## src/rtl/frac_collect.sv

```systemverilog
`default_nettype none
// ============================================================================
// Module   : frac_collect
// Brief    : Gathers one fractional sample per enabled channel into a capture
//            bank and hands a coherent snapshot downstream via valid/ready.
// Revision : 1.0
// ============================================================================
module frac_collect #(
    parameter int CTR_NUM = 4,
    parameter int DATA_W  = 7,
    parameter int TMO_W   = 8
) (
    input  logic                      clock,
    input  logic                      rst,
    input  logic [CTR_NUM*DATA_W-1:0] in_data,
    input  logic [CTR_NUM-1:0]        in_wr,
    input  logic [CTR_NUM-1:0]        ch_mask,
    input  logic                      mode,
    input  logic [TMO_W-1:0]          timeout,
    output logic [CTR_NUM*DATA_W-1:0] out_data,
    output logic [CTR_NUM-1:0]        out_present,
    output logic                      out_valid,
    input  logic                      out_ready,
    output logic                      busy,
    output logic [7:0]                drop_cnt
);

    typedef enum logic [1:0] {
        IDLE    = 2'd0,
        COLLECT = 2'd1,
        FLUSH   = 2'd2
    } state_t;

    state_t                    state_q, state_d;
    logic [CTR_NUM*DATA_W-1:0] cap_q, cap_d;
    logic [CTR_NUM*DATA_W-1:0] out_data_q, out_data_d;
    logic [CTR_NUM-1:0]        have_q, have_d;
    logic [CTR_NUM-1:0]        mask_q, mask_d;
    logic [CTR_NUM-1:0]        out_present_q, out_present_d;
    logic                      out_valid_q, out_valid_d;
    logic [TMO_W-1:0]          timer_q, timer_d;
    logic [7:0]                drop_cnt_q, drop_cnt_d;

    logic                      w_free, w_done, w_snap, w_start;
    logic [CTR_NUM-1:0]        w_en, w_empty, w_acc, w_drop;
    logic [4:0]                w_ndrop;
    logic [8:0]                w_sum;

    always_comb begin
        w_free  = !out_valid_q || out_ready;
        w_done  = (have_q == mask_q) || (mode && (timer_q == '0));
        w_snap  = w_free && (((state_q == COLLECT) && w_done) || (state_q == FLUSH));
        // A snapshot edge doubles as the first edge of a fresh collection.
        w_start = (state_q == IDLE) || w_snap;
        w_en    = w_start ? ch_mask : mask_q;
        w_empty = w_snap ? '1 : ~have_q;
        w_acc   = in_wr & w_en & w_empty;
        w_drop  = in_wr & w_en & ~w_empty;

        w_ndrop = '0;
        for (int i = 0; i < CTR_NUM; i++) begin
            w_ndrop = w_ndrop + 5'(w_drop[i]);
        end
        w_sum      = {1'b0, drop_cnt_q} + {4'b0, w_ndrop};
        drop_cnt_d = w_sum[8] ? 8'hFF : w_sum[7:0];

        cap_d  = cap_q;
        have_d = (w_snap ? '0 : have_q) | w_acc;
        for (int i = 0; i < CTR_NUM; i++) begin
            if (w_acc[i]) begin
                cap_d[i*DATA_W +: DATA_W] = in_data[i*DATA_W +: DATA_W];
            end
        end

        out_data_d    = out_data_q;
        out_present_d = out_present_q;
        out_valid_d   = out_valid_q;
        if (w_snap) begin
            for (int i = 0; i < CTR_NUM; i++) begin
                out_data_d[i*DATA_W +: DATA_W] = have_q[i] ? cap_q[i*DATA_W +: DATA_W] : '0;
            end
            out_present_d = have_q;
            out_valid_d   = 1'b1;
        end else if (out_ready) begin
            out_valid_d = 1'b0;
        end

        state_d = state_q;
        mask_d  = mask_q;
        timer_d = timer_q;
        if (w_start) begin
            if (|w_acc) begin
                state_d = COLLECT;
                mask_d  = ch_mask;
                timer_d = timeout;
            end else begin
                state_d = IDLE;
            end
        end else if (state_q == COLLECT) begin
            if (w_done) begin
                state_d = FLUSH;
            end else begin
                timer_d = timer_q - TMO_W'(timer_q != '0);
            end
        end
    end

    always_ff @(posedge clock or negedge rst) begin
        if (!rst) begin
            state_q       <= IDLE;
            cap_q         <= '0;
            have_q        <= '0;
            mask_q        <= '0;
            timer_q       <= '0;
            out_data_q    <= '0;
            out_present_q <= '0;
            out_valid_q   <= 1'b0;
            drop_cnt_q    <= '0;
        end else begin
            state_q       <= state_d;
            cap_q         <= cap_d;
            have_q        <= have_d;
            mask_q        <= mask_d;
            timer_q       <= timer_d;
            out_data_q    <= out_data_d;
            out_present_q <= out_present_d;
            out_valid_q   <= out_valid_d;
            drop_cnt_q    <= drop_cnt_d;
        end
    end

    assign out_data    = out_data_q;
    assign out_present = out_present_q;
    assign out_valid   = out_valid_q;
    assign busy        = (state_q != IDLE);
    assign drop_cnt    = drop_cnt_q;

endmodule
`default_nettype wire

```

## config.mk

```make
export PLATFORM = sky130hd
export DESIGN_NAME = frac_collect
export DESIGN_NICKNAME = d
export VERILOG_FILES = /design/src/rtl/frac_collect.sv
export SDC_FILE = /design/constraint.sdc
export NUM_CORES = 1
export LEC_CHECK = 0
export ABC_AREA = 1
export BUFFER_PORTS_ARGS = -buffer_cell sky130_fd_sc_hd__buf_2
export CORE_AREA = 3 3 89 91
export CTS_BUF_LIST = sky130_fd_sc_hd__clkbuf_8
export DETAILED_ROUTE_END_ITERATION = 8
export DIE_AREA = 0 0 92 94
export GPL_ROUTABILITY_DRIVEN = 0
export GPL_TIMING_DRIVEN = 0
export PLACE_DENSITY = 0.82
export SYNTH_ARGS = -nofsm -noshare
export SYNTH_HDL_FRONTEND = slang
export SYNTH_SLANG_ARGS = --single-unit
```

## constraint.sdc

```tcl
create_clock -name clock -period 3.8 [get_ports clock]
set_input_delay 0.19 -clock clock [delete_from_list [all_inputs] [get_ports clock]]
set_output_delay 0.19 -clock clock [all_outputs]
set_load 0.01 [all_outputs]
```

==> summary.json <==
{
  "run_status": "completed",
  "area_growth_pct": 21.8,
  "p_leak_nw": 2.58,
  "detail_route.drc_violations": 0,
  "die_h_um": 94,
  "drt-pass1-iter-count": 4,
  "clock_edge_transition_at_the_registers_on_the_reported_setup_and_hold_paths_ns": 0.09,
  "crit_path_max_incr_delay_ns": 0.56,
  "crit-reg2reg-capture": "drop_cnt[5]",
  "synth_cells": 450,
  "dp.final_hpwl_mm": 6.29,
  "design.portCount": 90,
  "synth.area.top_cells": "sky130_fd_sc_hd__dfrtp_1 56%, sky130_fd_sc_hd__nand2_1 14%, sky130_fd_sc_hd__o21ai_0 8.9%",
  "shortest_period_the_worst_path_allows_ns": 3.58,
  "timing.fmax_ghz": 0.280,
  "sequential_fraction_of_the_synthesis_area_pct": 55.5,
  "syn_avg_cell_area_um2": 8.72,
  "fp.dieW_um": 92,
  "grt_overflow": 0,
  "timing.final.hold_violations": 0,
  "tightestPinTransition_ns": 0.533,
  "synth.distinct_cells": 26,
  "site_rows": 31,
  "first_global_vias": 3276,
  "worstSetupEndpoint": "drop_cnt[5]",
  "number_of_buffers_on_the_longest_clock_path": 2,
  "reg2reg_slack_ns": 0.22,
  "grt_util_all_layers_pct": 21.6,
  "worst_ep_arrival_time_ns": 3.86,
  "fin_setup_tns_ns": 0,
  "max_vdd_drop_mv": 0.427,
  "setup-violations-final": 0,
  "post-synth-top-area-cell": "sky130_fd_sc_hd__dfrtp_1",
  "final_util_pct": 66.3,
  "via_per_inst": 4.97,
  "drv_slew": 0,
  "cell_chosen_for_the_clock_root": "sky130_fd_sc_hd__clkbuf_8",
  "grt_first_pass_wirelength_mm": 15.0,
  "path_max_fanout": 10,
  "syn-num-nets": 504,
  "cp-start-kind": "register",
  "detail-route-antenna-nets": 0,
  "start_util_pct": 54.4,
  "port_buffers": 89,
  "antennaDiodeCount": 0,
  "drt_wl_total_mm": 8.65,
  "detail_route.iter0.violations": 139,
  "worst-endpoint-required_ns": 4.08,
  "final_layout_size_suffix_gt1_share_pct": 25.8,
  "critPathCaptureType": "register",
  "worst_slew_margin_rel_pct": 64.5,
  "period_share_pct": 94.1,
  "cts_tree": "built",
  "maximum_number_of_pins_on_one_net_before_global_route_repair": 62,
  "worst_setup_path_startpoint": "timer_q[2]",
  "fin_worst_hold_slack_ns": 0.0436,
  "initial_antenna_violation_count": 0,
  "final_nets": 608,
  "ys.warnings.count": 0,
  "wl_per_cell_um": 13.1,
  "min-delay-path-class": "in -> reg",
  "max_cap_viol_count": 0,
  "timing.critical_path.cells": "nor2_4 > nand2_1 > nor2_2 > nand2_1 > nand2_2 > nand2_2 > nand2_2 > nand2_4 > buf_6 > nand3_2 > nand4_1 > fa_1 > fa_2 > o21ai_0 > inv_1 > nor3_2 > inv_1 > or2_2 > nand3_1",
  "htreeDepth": 3,
  "cts_sinks": 87,
  "critPathKind": "reg -> reg",
  "synth_top_area_share_pct": 55.5,
  "rr_startpoint": "timer_q[2]",
  "detailroute.via_count": 3268,
  "synth-seq-cells": 87,
  "core-area_mm2": 0.00721,
  "die_area_mm2": 0.00865,
  "critical-path-slowest-cell": "sky130_fd_sc_hd__fa_1",
  "skew_ns": 0.0121,
  "worst_path_most_repeated_cell": "sky130_fd_sc_hd__nand2_2",
  "syn_area_mm2": 0.00392,
  "clock_buffers_created_by_tritoncts": 9,
  "clock_network_latency_to_the_later_pin_of_the_worst_skew_pair_ns": 0.34,
  "worstRegToRegCells": 19,
  "power.density_mw_per_mm2": 874
}
==> layout by cell type, fill, tap and decap left out, types with 4 or more instances in the layout <==
| cell | count |
|---|---|
| sky130_fd_sc_hd__buf_2 | 93 |
| sky130_fd_sc_hd__clkbuf_1 | 4 |
| sky130_fd_sc_hd__clkbuf_8 | 12 |
| sky130_fd_sc_hd__dfrtp_1 | 86 |
| sky130_fd_sc_hd__inv_1 | 66 |
| sky130_fd_sc_hd__nand2_1 | 140 |
| sky130_fd_sc_hd__nand2_2 | 9 |
| sky130_fd_sc_hd__nand2_4 | 4 |
| sky130_fd_sc_hd__nand3_1 | 6 |
| sky130_fd_sc_hd__nand4_1 | 15 |
| sky130_fd_sc_hd__nor2_1 | 8 |
| sky130_fd_sc_hd__nor2_2 | 4 |
| sky130_fd_sc_hd__o21ai_0 | 70 |
==> cell families after synthesis <==
kind of cell             synth area share [%]
buffers and inverters                    7.91
AO/OA/AOI/OAI                            10.0
AND/OR/NAND/NOR                          22.7
XOR/XNOR                                 1.34
flip-flops                               55.5
adder cells (fa/ha/maj)                  2.49
==> critical path: cells and delay by family (launching register included) <==
family                   cells  cell delay (ns)
AND/OR/NAND/NOR             13             1.53
adder cells (fa/ha/maj)      2             0.97
flip-flops                   1             0.45
buffers and inverters        3             0.33
AO/OA/AOI/OAI                1             0.23
==> sequential cells by signal (all words and copies together) (netlist names) <==
register	count
out_present	4
drop_cnt	8
out_data	28
mask_q	4
out_valid	1
have_q	4
cap_q	28
state_q	2
timer_q	8
==> area by class of cell <==
type / instances / area [um^2]
Sequential cell: 87 / 2180
Tap cell: 99 / 124
Multi-Input combinational cell: 286 / 1470
Timing Repair Buffer: 93 / 500
Inverter: 66 / 248
Clock buffer: 12 / 165
Fill cell: 642 / 2430
Clock inverter: 4 / 27.5
Buffer: 11 / 66.3
==> stage by stage <==
stage	std cells	total power, mW	area [um^2]	setup WS [ns]
after floorplan	450	2.94	3920	0.437
after global placement	638	3.41	4490	0.117
after detailed placement	639	3.53	4520	0.0143
after CTS	656	4.16	4730	0.0205
after global routing	658	4.58	4780	-0.0248
final	658	4.18	4780	0.223
==> per-layer routing <==
metal | share of wire [%] | wire length [um] | GRT usage (%)
met5 | 0 | 0 | 0
met4 | 0.84 | 73 | 6.81
met3 | 6.5 | 565 | 5.69
met2 | 48 | 4140 | 35.1
met1 | 45 | 3870 | 28.6
==> synthesized netlist by cell type, drive strengths merged <==
master / number
a21oi: 3
ha: 3
nand3: 8
nand4: 16
clkbuf: 4
inv: 66
nor3: 4
xor2: 3
nand2: 153
xnor2: 3
fa: 3
a31oi: 2
o21ai: 71
buf: 7
dfrtp: 87
or2: 2
or3: 1
nor2: 14
==> worst min path at each step <==
stage,from,end,slack [ns],depth (start not counted)
finish,in_data[11],cap_q[11],0.04,3
CTS,in_data[11],cap_q[11],0.03,3
global placement,in_data[1],cap_q[1],0.40,3
global route,in_data[11],cap_q[11],0.03,3
detailed placement,rst,out_data[19],0.14,1
floorplan,rst,cap_q[0],-0.11,0
==> repair_timing <==
item,4_1_cts,5_1_grt
endpoints found under the setup margin,1,8
buffers inserted,0,2
hold endpoints to repair,26,0
hold buffers,1,0
pin swaps,0,4
gates resized for setup,1,13
==> where the power goes <==
group	internal [mW]	total, mW	switching, mW
registers	1.34	1.58	0.232
clock network	0.292	0.615	0.323
logic	0.751	1.98	1.23
total	2.39	4.18	1.79
No activity file was read; power rests on OpenSTA's default activity.
